==> src/rtl/deser_pkg.sv <==
// deser_pkg
// Shared definitions for the serial deserializer slice.
//   state_t     : deserializer FSM states (IDLE / DATA / PARITY)
//   FIFO_DEPTH  : number of completed words the output buffer can hold
package deser_pkg;

    typedef enum logic [1:0] {
        IDLE   = 2'd0,
        DATA   = 2'd1,
        PARITY = 2'd2
    } state_t;

    localparam int FIFO_DEPTH = 2;

endpackage

==> src/rtl/deser_out_buf.sv <==
// deser_out_buf
// Small circular FIFO that holds completed frames ({word, parity error})
// until the consumer takes them. A push that arrives while the buffer is
// full is dropped unless a pop happens in the same cycle; a drop raises a
// sticky overflow flag that only reset clears.
// Ports:
//   clk, rst     : clock, asynchronous active-high reset
//   i_pushValid  : a completed frame is offered this cycle
//   i_pushData   : word of the offered frame
//   i_pushPerr   : parity error flag of the offered frame
//   i_popReady   : consumer accepts the head entry when o_valid is high
//   o_data       : head entry word
//   o_perr       : head entry parity error flag
//   o_valid      : buffer is non-empty
//   o_overflow   : sticky, a frame has been dropped since reset
module deser_out_buf #(
    parameter int DATA_W = 8,
    parameter int DEPTH  = 2
) (
    input  logic              clk,
    input  logic              rst,
    input  logic              i_pushValid,
    input  logic [DATA_W-1:0] i_pushData,
    input  logic              i_pushPerr,
    input  logic              i_popReady,
    output logic [DATA_W-1:0] o_data,
    output logic              o_perr,
    output logic              o_valid,
    output logic              o_overflow
);

    localparam int PTR_W = (DEPTH > 1) ? $clog2(DEPTH) : 1;
    localparam int CNT_W = $clog2(DEPTH + 1);
    localparam logic [CNT_W-1:0] FULL_CNT = CNT_W'(DEPTH);
    localparam logic [PTR_W-1:0] LAST_PTR = PTR_W'(DEPTH - 1);

    logic [DATA_W-1:0] r_memData [DEPTH];
    logic              r_memPerr [DEPTH];
    logic [PTR_W-1:0]  r_rdPtr;
    logic [PTR_W-1:0]  r_wrPtr;
    logic [CNT_W-1:0]  r_count;
    logic              r_overflow;
    logic              w_full;
    logic              w_pop;
    logic              w_accept;
    logic              w_drop;

    // Pointers wrap explicitly so DEPTH need not be a power of two.
    function automatic logic [PTR_W-1:0] nextPtr(input logic [PTR_W-1:0] p);
        return (p == LAST_PTR) ? '0 : p + PTR_W'(1);
    endfunction

    // A pop frees the slot being written when full, so push and pop in the
    // same cycle is always safe to accept.
    assign w_full     = (r_count == FULL_CNT);
    assign o_valid    = (r_count != '0);
    assign w_pop      = o_valid & i_popReady;
    assign w_accept   = i_pushValid & (~w_full | w_pop);
    assign w_drop     = i_pushValid & w_full & ~w_pop;
    assign o_data     = r_memData[r_rdPtr];
    assign o_perr     = r_memPerr[r_rdPtr];
    assign o_overflow = r_overflow;

    // Storage, pointers, occupancy and the sticky overflow flag. Storage is
    // cleared on reset so the head outputs read zero while empty after reset.
    always_ff @(posedge clk or posedge rst) begin
        if (rst) begin
            for (int i = 0; i < DEPTH; i++) begin
                r_memData[i] <= '0;
                r_memPerr[i] <= 1'b0;
            end
            r_rdPtr    <= '0;
            r_wrPtr    <= '0;
            r_count    <= '0;
            r_overflow <= 1'b0;
        end else begin
            if (w_accept) begin
                r_memData[r_wrPtr] <= i_pushData;
                r_memPerr[r_wrPtr] <= i_pushPerr;
                r_wrPtr            <= nextPtr(r_wrPtr);
            end
            if (w_pop) begin
                r_rdPtr <= nextPtr(r_rdPtr);
            end
            case ({w_accept, w_pop})
                2'b10:   r_count <= r_count + CNT_W'(1);
                2'b01:   r_count <= r_count - CNT_W'(1);
                default: r_count <= r_count;
            endcase
            if (w_drop) begin
                r_overflow <= 1'b1;
            end
        end
    end

endmodule

==> src/rtl/serial_deser.sv <==
// serial_deser
// Serial-to-parallel deserializer. A '1' sampled in IDLE is the start bit,
// followed by DATA_W data bits (MSB first) and, optionally, an even parity
// bit. Completed frames are registered for one cycle and then pushed into a
// small output FIFO. Only cycles with din_en=1 carry bits; the deserializer
// never stalls the upstream source.
// Ports:
//   clk, rst   : clock, asynchronous active-high reset
//   din        : serial bit
//   din_en     : din is meaningful this cycle
//   out_data   : oldest assembled word
//   out_perr   : parity error flag for out_data
//   out_valid  : out_data/out_perr hold a valid word
//   out_ready  : consumer accepts the word when out_valid=1
//   overflow   : sticky, a completed frame was dropped
//   busy       : FSM is inside a frame
module serial_deser
    import deser_pkg::*;
#(
    parameter int DATA_W    = 8,
    parameter int PARITY_EN = 1
) (
    input  logic              clk,
    input  logic              rst,
    input  logic              din,
    input  logic              din_en,
    output logic [DATA_W-1:0] out_data,
    output logic              out_perr,
    output logic              out_valid,
    input  logic              out_ready,
    output logic              overflow,
    output logic              busy
);

    localparam int CNT_W = $clog2(DATA_W + 1);
    localparam logic [CNT_W-1:0] LAST_CNT = CNT_W'(DATA_W - 1);

    state_t            r_state;
    state_t            w_stateNext;
    logic [CNT_W-1:0]  r_cnt;
    logic [CNT_W-1:0]  w_cntNext;
    logic [DATA_W-1:0] r_shift;
    logic [DATA_W-1:0] w_shiftNext;
    logic              w_frameDone;
    logic [DATA_W-1:0] w_frameData;
    logic              w_framePerr;
    logic              r_pushValid;
    logic [DATA_W-1:0] r_pushData;
    logic              r_pushPerr;

    // FSM, counter and shift register state. Everything returns to a clean
    // IDLE on reset so a partially received frame is simply lost.
    always_ff @(posedge clk or posedge rst) begin
        if (rst) begin
            r_state <= IDLE;
            r_cnt   <= '0;
            r_shift <= '0;
        end else begin
            r_state <= w_stateNext;
            r_cnt   <= w_cntNext;
            r_shift <= w_shiftNext;
        end
    end

    // Next-state and frame completion. Nothing moves unless din_en is high.
    // The counter saturates at DATA_W on the last data bit and is cleared
    // by the next start bit, so it never wraps. In the no-parity case the
    // completed word includes the bit being sampled this cycle.
    always_comb begin
        w_stateNext = r_state;
        w_cntNext   = r_cnt;
        w_shiftNext = r_shift;
        w_frameDone = 1'b0;
        w_frameData = {r_shift[DATA_W-2:0], din};
        w_framePerr = 1'b0;
        if (din_en) begin
            case (r_state)
                IDLE: begin
                    if (din) begin
                        w_stateNext = DATA;
                        w_cntNext   = '0;
                    end
                end
                DATA: begin
                    w_shiftNext = {r_shift[DATA_W-2:0], din};
                    w_cntNext   = r_cnt + CNT_W'(1);
                    if (r_cnt == LAST_CNT) begin
                        if (PARITY_EN != 0) begin
                            w_stateNext = PARITY;
                        end else begin
                            w_stateNext = IDLE;
                            w_frameDone = 1'b1;
                        end
                    end
                end
                PARITY: begin
                    w_stateNext = IDLE;
                    w_frameDone = 1'b1;
                    w_frameData = r_shift;
                    w_framePerr = (^r_shift) ^ din;
                end
                default: begin
                    w_stateNext = IDLE;
                end
            endcase
        end
    end

    // One-cycle staging register between frame completion and the FIFO
    // push, giving a fixed one-cycle latency from the last bit to out_valid.
    always_ff @(posedge clk or posedge rst) begin
        if (rst) begin
            r_pushValid <= 1'b0;
            r_pushData  <= '0;
            r_pushPerr  <= 1'b0;
        end else begin
            r_pushValid <= w_frameDone;
            if (w_frameDone) begin
                r_pushData <= w_frameData;
                r_pushPerr <= w_framePerr;
            end
        end
    end

    assign busy = (r_state != IDLE);

    deser_out_buf #(
        .DATA_W (DATA_W),
        .DEPTH  (FIFO_DEPTH)
    ) u_outBuf (
        .clk         (clk),
        .rst         (rst),
        .i_pushValid (r_pushValid),
        .i_pushData  (r_pushData),
        .i_pushPerr  (r_pushPerr),
        .i_popReady  (out_ready),
        .o_data      (out_data),
        .o_perr      (out_perr),
        .o_valid     (out_valid),
        .o_overflow  (overflow)
    );

endmodule

==> config.mk <==
export PLATFORM = sky130hd
export DESIGN_NAME = serial_deser
export DESIGN_NICKNAME = d
export VERILOG_FILES = /design/src/rtl/deser_pkg.sv /design/src/rtl/deser_out_buf.sv /design/src/rtl/serial_deser.sv
export SDC_FILE = /design/constraint.sdc
export NUM_CORES = 1
export LEC_CHECK = 0
export BUFFER_PORTS_ARGS = -buffer_cell sky130_fd_sc_hd__buf_2
export CAP_MARGIN = 10
export CORE_UTILIZATION = 45
export DETAILED_ROUTE_END_ITERATION = 10
export PLACE_DENSITY_LB_ADDON = 0.25
export SYNTH_ARGS = -nofsm -noshare
export SYNTH_HDL_FRONTEND = slang
export SYNTH_SLANG_ARGS = --single-unit
==> constraint.sdc <==
create_clock -name clk -period 1.5 [get_ports clk]
set_input_delay 0.15 -clock clk [delete_from_list [all_inputs] [get_ports clk]]
set_output_delay 0.15 -clock clk [all_outputs]
set_load 0.005 [all_outputs]
==> results of run 1 <==
==> stage by stage <==
| step | total power, mW | hold slack (ns) | std cells |
|---|---|---|---|
| 2_1_floorplan | 2.94 | 0.246 | 144 |
| 3_3_place_gp | 3.16 | 0.189 | 212 |
| 3_5_place_dp | 3.22 | 0.203 | 212 |
| 4_1_cts | 3.95 | 0.0951 | 222 |
| 5_1_grt | 4.26 | 0.127 | 224 |
| 6_report | 3.99 | 0.0965 | 224 |
==> area by class of cell <==
cell class | count | area, um^2 | area share (%)
timing repair buffer | 26 | 174 | 7.29
tap | 52 | 65.1 | 2.73
clock buffer | 6 | 72.6 | 3.04
sequential | 47 | 1180 | 49.3
multi-input combinational | 90 | 887 | 37.2
inverter | 3 | 11.3 | 0.472
==> worst reg2reg max path, stage by stage (launching register included) <==
cell and delay (ns):
dfrtp_1 0.44, nor3b_4 0.24, nand2b_4 0.22, nor2_4 0.05
buf_4 0.15, mux2_2 0.27
==> cell families after synthesis <==
group           count (synthesis)  share of synthesized area (%)
xor+xnor                       12                           5.79
compound gates                 11                           3.41
flops                          47                           57.2
buf+inv                         7                           1.52
mux                            44                           24.1
simple gates                   21                           6.76
fa+ha+maj                       2                           1.22
==> state kept, by name, indices dropped and copies added (netlist names) <==
name / flops
u_outBuf.r_memData: 16
u_outBuf.o_overflow: 1
r_state: 2
r_pushPerr: 1
u_outBuf.r_rdPtr: 1
r_cnt: 4
u_outBuf.r_memPerr: 2
u_outBuf.r_wrPtr: 1
u_outBuf.r_count: 2
r_pushValid: 1
r_shift: 8
r_pushData: 8
==> per-layer routing <==
| layer | part of all wire (%) | vias to the layer above | GRT usage, % |
|---|---|---|---|
| li1 | - | 558 | - |
| met2 | 50 | 17 | 25.0 |
| met5 | 0 | - | 0 |
| met1 | 45 | 566 | 17.5 |
| met3 | 3.8 | 6 | 4.65 |
| met4 | 1.7 | 0 | 6.58 |
==> worst paths after layout <==
check | start | endpoint | slack, ns | cells after the start
worst min-delay path | din_en | r_state[1] | 0.1 | 2
worst min register to register | u_outBuf.o_overflow | u_outBuf.o_overflow | 0.49 | 1
max in group asynchronous | rst | r_shift[5] | 0.55 | 4
min in group asynchronous | rst | r_pushValid | 0.43 | 3
worst max register to register | u_outBuf.r_count[0] | u_outBuf.r_memData[9] | 0.01 | 5
worst max-delay path | u_outBuf.r_count[0] | u_outBuf.r_memData[9] | 0.01 | 5
==> timing repair <==
action                                  in CTS  in global routing
hold buffers                                 1                  0
endpoints found under the hold margin       18                  0
setup buffers                                3                  2
gates resized for setup                      3                  5
endpoints found under the setup margin      16                 18
pin swaps                                    4                  5
==> power breakdown <==
part	switching (mW)	leakage, nW	total (mW)	internal (mW)
Combinational	0.434	0.568	1.29	0.860
Sequential	0.395	0.615	2.02	1.63
Clock	0.363	0.0371	0.674	0.311
Total	1.19	1.22	3.99	2.80
==> cells in the final DEF, fill, tap and decap left out, types with 2 or more instances in the layout <==
master    count
nand2_1       6
buf_4         7
buf_2        16
dfrtp_1      46
clkbuf_8      5
a22o_1        2
nand3_1       2
xor2_1        4
o21ai_0       6
mux2_2       43
inv_1         2
xnor2_1       6
==> summary.txt, run 1 <==
Outcome
  – Status: completed

Synthesis
  – Ranking of synthesized cells by area: dfrtp_1 57%, mux2_2 24%, xnor2_1 3.0%, xor2_1 1.7%, o21ai_0 1.5%
  – Post-synthesis average cell area: 14.3 um^2
  – Synth Flop Type: dfrtp_1
  – Synth Cell Area: about 2100 um^2
  – FFs w/ async S/R, synth: 100%
  – Library cells used by synthesis: 28
  – Register area share after synthesis: 57.2%
  – Most common cell in the netlist: dfrtp_1
  – Post-synth EDFFs: 0
  – Synthesized flop and latch total: 47
  – Mapped Cells: 144
  – Yosys warns: 0
  – Post-Syn Nets: 151
  – Synth top area share: 57.2%
  – Area leader, netlist: dfrtp_1
  – Synth cell count leaders: 47 x dfrtp_1, 43 x mux2_2, 7 x xnor2_1

Timing
  – Final Hold Fails: 0
  – Fin worst setup slack: 0.0114 ns
  – Skew final: 0.00340 ns
  – Final setup fails: 0
  – Pins Over Slew Limit: 0
  – Fmax: 672 MHz
  – Worst slew pin tran: 0.705 ns
  – Setup tns final: 0 ns
  – Worst slew margin: between 50% and 60%
  – Final period util: roughly 99%
  – Min Clock Period, post-route: 1.49 ns

Floorplanning
  – Die X: between 60 and 70 um
  – Initial Util: a little under half
  – Core Footprint: 4380 um^2
  – Die area: 4840 um^2
  – Core Rows: 24
  – Io pins: 17
  – Die Ht: 69.6 um

Global route
  – GRT Residual Overflow: 0
  – Vias in the first global route: 1212
  – Initial antenna violation count: 0
  – Pin count of the biggest net entering global routing: 30
  – Total track usage: 14.9%
  – Global-route wire length before repair: 5640 um

Finish
  – Layout area overhead: 16.2%
  – Antenna diodes: 0
  – Post-route cell area: roughly 2400 um^2
  – Fin util: between 50% and 60%
  – Layout cells sized above 1: 48.8%
  – Fillers: 351
  – Post-layout nets: 180

Setup path
  – Type of origin of the critical path: flip-flop
  – CP max-delay cell: dfrtp_1
  – CP delay by family, top: simple AND/OR/NAND/NOR gates
  – Arr. time, crit path: 1.66 ns
  – Worst EP required: 1.67 ns
  – Critical path buffers and inverters: 1
  – Crit-path max FO: 3
  – Max stage delay on crit path: 0.44 ns
  – WS Path Type: flip-flop to flip-flop
  – Worst setup EP type: flip-flop
  – CP cell instances: nor3b_4, nand2b_4, nor2_4, buf_4, mux2_2

Detailed routing
  – WL per Instance: 14.6 um
  – DR vias: roughly 1100
  – Drt first pass iters: 3
  – # DRC: 0
  – 1st-iter DRT viols: 30
  – Vias per inst: 5.12
  – Post-DRT Antenna Nets: 0
  – DRT Wirelength: 3280 um

Clock network
  – Clock Tree Buf Depth: 2
  – Clk root buf: clkbuf_8
  – H-tree level count: 2
  – Clock buffers created by TritonCTS: 5
  – CTS tree: yes
  – CTS sink cnt: 47
  – Clk Latency, worst-skew pair: 0.29 ns
  – Clock slew at reported path FFs: 0.08 ns

Power and ir drop
  – Pwr Density: 1670 nW/um^2
  – Worst vdd ir: 703 uV
  – LEAKAGE: 1.22 nW

Placed design
  – Buffers on Ports: 16
  – Post-DP HPWL: about 2300 um
  – Dpl ws: -0.0238 ns
  – Placed Area: approximately 2200 um^2
  – GP Congestion: 0.757

Worst hold path
  – HP Class: input port to flip-flop

Run
  – Max-cap violations: 0
Power figures use the tool's default switching activity.
==> inputs of run 2 (changes only) <==
SYNTH_HIERARCHICAL = 1   (was unset)
==> summary.txt, run 2 <==
Placed design
  – GP Congestion: between 0.8 and 0.9
  – Placed Area: 2310 um^2
  – Dpl ws: -0.340 ns
  – Post-DP HPWL: 2500 um
  – Buffers on Ports: 16

Setup path
  – Crit path from: u_outBuf/r_rdPtr
  – Type of origin of the critical path: flip-flop
  – Worst setup path end: out_data[2]
  – Crit-path max FO: 10
  – Worst R2R Path Depth: 5
  – Critical path buffers and inverters: 1
  – CP cell instances: mux2_2, buf_2
  – CP delay by family, top: flip-flops
  – Worst EP required: about 1.4 ns
  – Arr. time, crit path: 1.30 ns
  – Worst setup EP type: output pin
  – Critical R2R Capture: u_outBuf/r_memData[4]
  – CP Depth: 2
  – Flop-to-flop setup slack: approximately 0.10 ns
  – WS Path Type: flip-flop to output pin
  – Max stage delay on crit path: ~0.5 ns
  – Reg2reg start: u_outBuf/r_count[0]
  – CP max-delay cell: dfrtp_2

Detailed routing
  – # DRC: 0
  – Vias per inst: 5.24
  – WL per Instance: 14.6 um
  – 1st-iter DRT viols: 55
  – Drt first pass iters: 6
  – Post-DRT Antenna Nets: 0
  – DR vias: 1242
  – DRT Wirelength: about 3500 um

Clock network
  – Clk root buf: clkbuf_8
  – Clock buffers created by TritonCTS: 5
  – Clock slew at reported path FFs: 0.08 ns
  – CTS sink cnt: 47
  – CTS tree: yes
  – H-tree level count: 2
  – Clk Latency, worst-skew pair: approximately 0.29 ns
  – Clock Tree Buf Depth: 2

Finish
  – Max FFs per register: 16
  – Largest Register: u_outBuf/r_memData
  – Fillers: around 370
  – Multi-input logic area: 918 um^2
  – Layout area overhead: 15.2%
  – Fin util: 55.3%
  – FF/Latch Area: approximately 1200 um^2
  – Layout cells sized above 1: 45.4%
  – Largest registers: u_outBuf/r_memData x16, r_pushData x8, r_shift x8
  – Commonest non-fill, non-tap cell in the layout: dfrtp_1
  – Antenna diodes: 0
  – Most frequent cells in the layout: 46 x dfrtp_1, 34 x mux2_2, 16 x buf_2
  – Post-route cell area: 2460 um^2
  – Post-layout nets: 190

Synthesis
  – Synthesized flop and latch total: 47
  – Register area share after synthesis: 55.1%
  – Largest family of logic cells by synthesized area: multiplexers
  – Library cells used by synthesis: 35
  – Most common cell in the netlist: dfrtp_1
  – Post-Syn Nets: 160
  – Post-synthesis adder-cell area fraction: 0.587%
  – Area leader, netlist: dfrtp_1
  – Synth cell count leaders: 47 x dfrtp_1, 34 x mux2_2, 9 x mux2_4
  – Post-synth EDFFs: 0
  – Synth Cell Area: 2130 um^2
  – Simple-gate area share of the yosys netlist: 8.45%
  – Synth Flop Type: dfrtp_1
  – Ranking of synthesized cells by area: dfrtp_1 55%, mux2_2 18%, mux2_4 6.3%, xnor2_1 2.5%, nand2_1 1.4%
  – Post-synthesis compound-gate area fraction: about 4.5%
  – Yosys warns: 6
  – Post-synthesis mux area share: 24.3%
  – Mapped Cells: 154
  – Synth top area share: 55.1%
  – FFs w/ async S/R, synth: 100%
  – Synth Area in XOR/XNOR: under 10%
  – Post-synthesis average cell area: 13.9 um^2

Floorplanning
  – Core Footprint: 4440 um^2
  – Io pins: 17
  – Die area: about 5000 um^2
  – Core Rows: 24
  – Initial Util: between 40% and 50%
  – Die Ht: a little over 70 um
  – Die X: 70.9 um

Timing
  – Unrepaired setup endpoints after global routing: true
  – Worst slew margin: between 60 and 70%
  – Final setup fails: 0
  – Min Clock Period, post-route: 1.45 ns
  – Worst slew pin tran: 0.464 ns
  – Pins Over Slew Limit: 0
  – Setup tns final: 0 ns
  – Fmax: 690 MHz
  – Final period util: 96.6%
  – Fin worst setup slack: 0.0510 ns
  – Skew final: 0.00291 ns
  – Final Hold Fails: 0

Global route
  – Initial antenna violation count: 0
  – Vias in the first global route: 1265
  – Pin count of the biggest net entering global routing: 25
  – Global-route wire length before repair: 6070 um
  – Total track usage: 15.6%
  – GRT Residual Overflow: 0

Run
  – Max-cap violations: 0

Power and ir drop
  – Pwr Density: 1550 nW/um^2
  – Worst vdd ir: 580 uV
  – Total power: 3.81 mW
  – LEAKAGE: 1.24 nW

Worst hold path
  – HP Class: input port to flip-flop

Outcome
  – Status: completed
## run 2: changes by cell type in the layout (fill, tap and decap cells not counted), sizes merged, moves of 2 or more
cell,change
nor3,+2
nor3b,+2
buf,+2
a21oi,+3
nand2,+2
inv,+3
## run 2: cells by family (layout without fill, tap and decap cells)
logic type / Yosys count / after routing
fa+ha+maj: 1 / 1
mux: 43 / 43
compound gates: 15 / 15
xor+xnor: 10 / 10
simple gates: 28 / 28
flops: 47 / 47
buf+inv: 10 / 41
## run 2: power breakdown
group          internal (mW)  leakage (nW)  switching, mW
Clock                  0.327        0.0422          0.387
Sequential              1.59         0.622          0.348
Combinational          0.739         0.571          0.413
Total                   2.66          1.24           1.15
## run 2: final cells by class
type                       count  share of cell area (%)
inverter                       5                   0.763
timing repair buffer          28                    8.04
multi-input combinational     97                    37.4
clock inverter                 1                   0.204
sequential                    47                    47.9
tap                           52                    2.65
clock buffer                   7                    3.10
## run 2: stage by stage
| step | hold WS, ns | cells |
|---|---|---|
| 2_1_floorplan | 0.152 | 154 |
| 4_1_cts | 0.151 | 235 |
| 3_5_place_dp | 0.215 | 225 |
| 3_3_place_gp | 0.208 | 225 |
| 5_1_grt | 0.157 | 237 |
| 6_report | 0.159 | 237 |
## run 2: how the worst min path moves through the flow
stage | from | end | slack [ns] | cells past startpoint
4_1_cts | din | r_state[0] | 0.15 | 3
6_report | out_ready | u_outBuf/r_rdPtr | 0.16 | 3
5_1_grt | din | r_shift[0] | 0.16 | 2
2_1_floorplan | rst | u_outBuf/o_overflow | 0.15 | 1
3_3_place_gp | rst | u_outBuf/r_count[1] | 0.21 | 3
3_5_place_dp | rst | u_outBuf/r_count[1] | 0.22 | 3
## run 2: routing by layer
layer / GRT usage [%] / up-vias / wire length [um]
li1: - / 597 / -
met1: 19.2 / 622 / 1550
met2: 26.8 / 18 / 1780
met3: 4.42 / 5 / 99
met4: 4.67 / 0 / 34
met5: 0 / - / 0
## run 2: repair_timing
action,CTS,global route
resized for setup,3,0
hold buffers,1,0
pin swaps,1,1
endpoints found under the hold margin,47,0
buffers inserted,1,2
endpoints found under the setup margin,27,18
## run 2: worst register-to-register path, stage by stage (launching register included)
cell and delay (ns):
dfrtp_1 0.41, nor3b_4 0.26, buf_4 0.18, nor2_4 0.04, buf_12 0.14, mux2_2 0.27
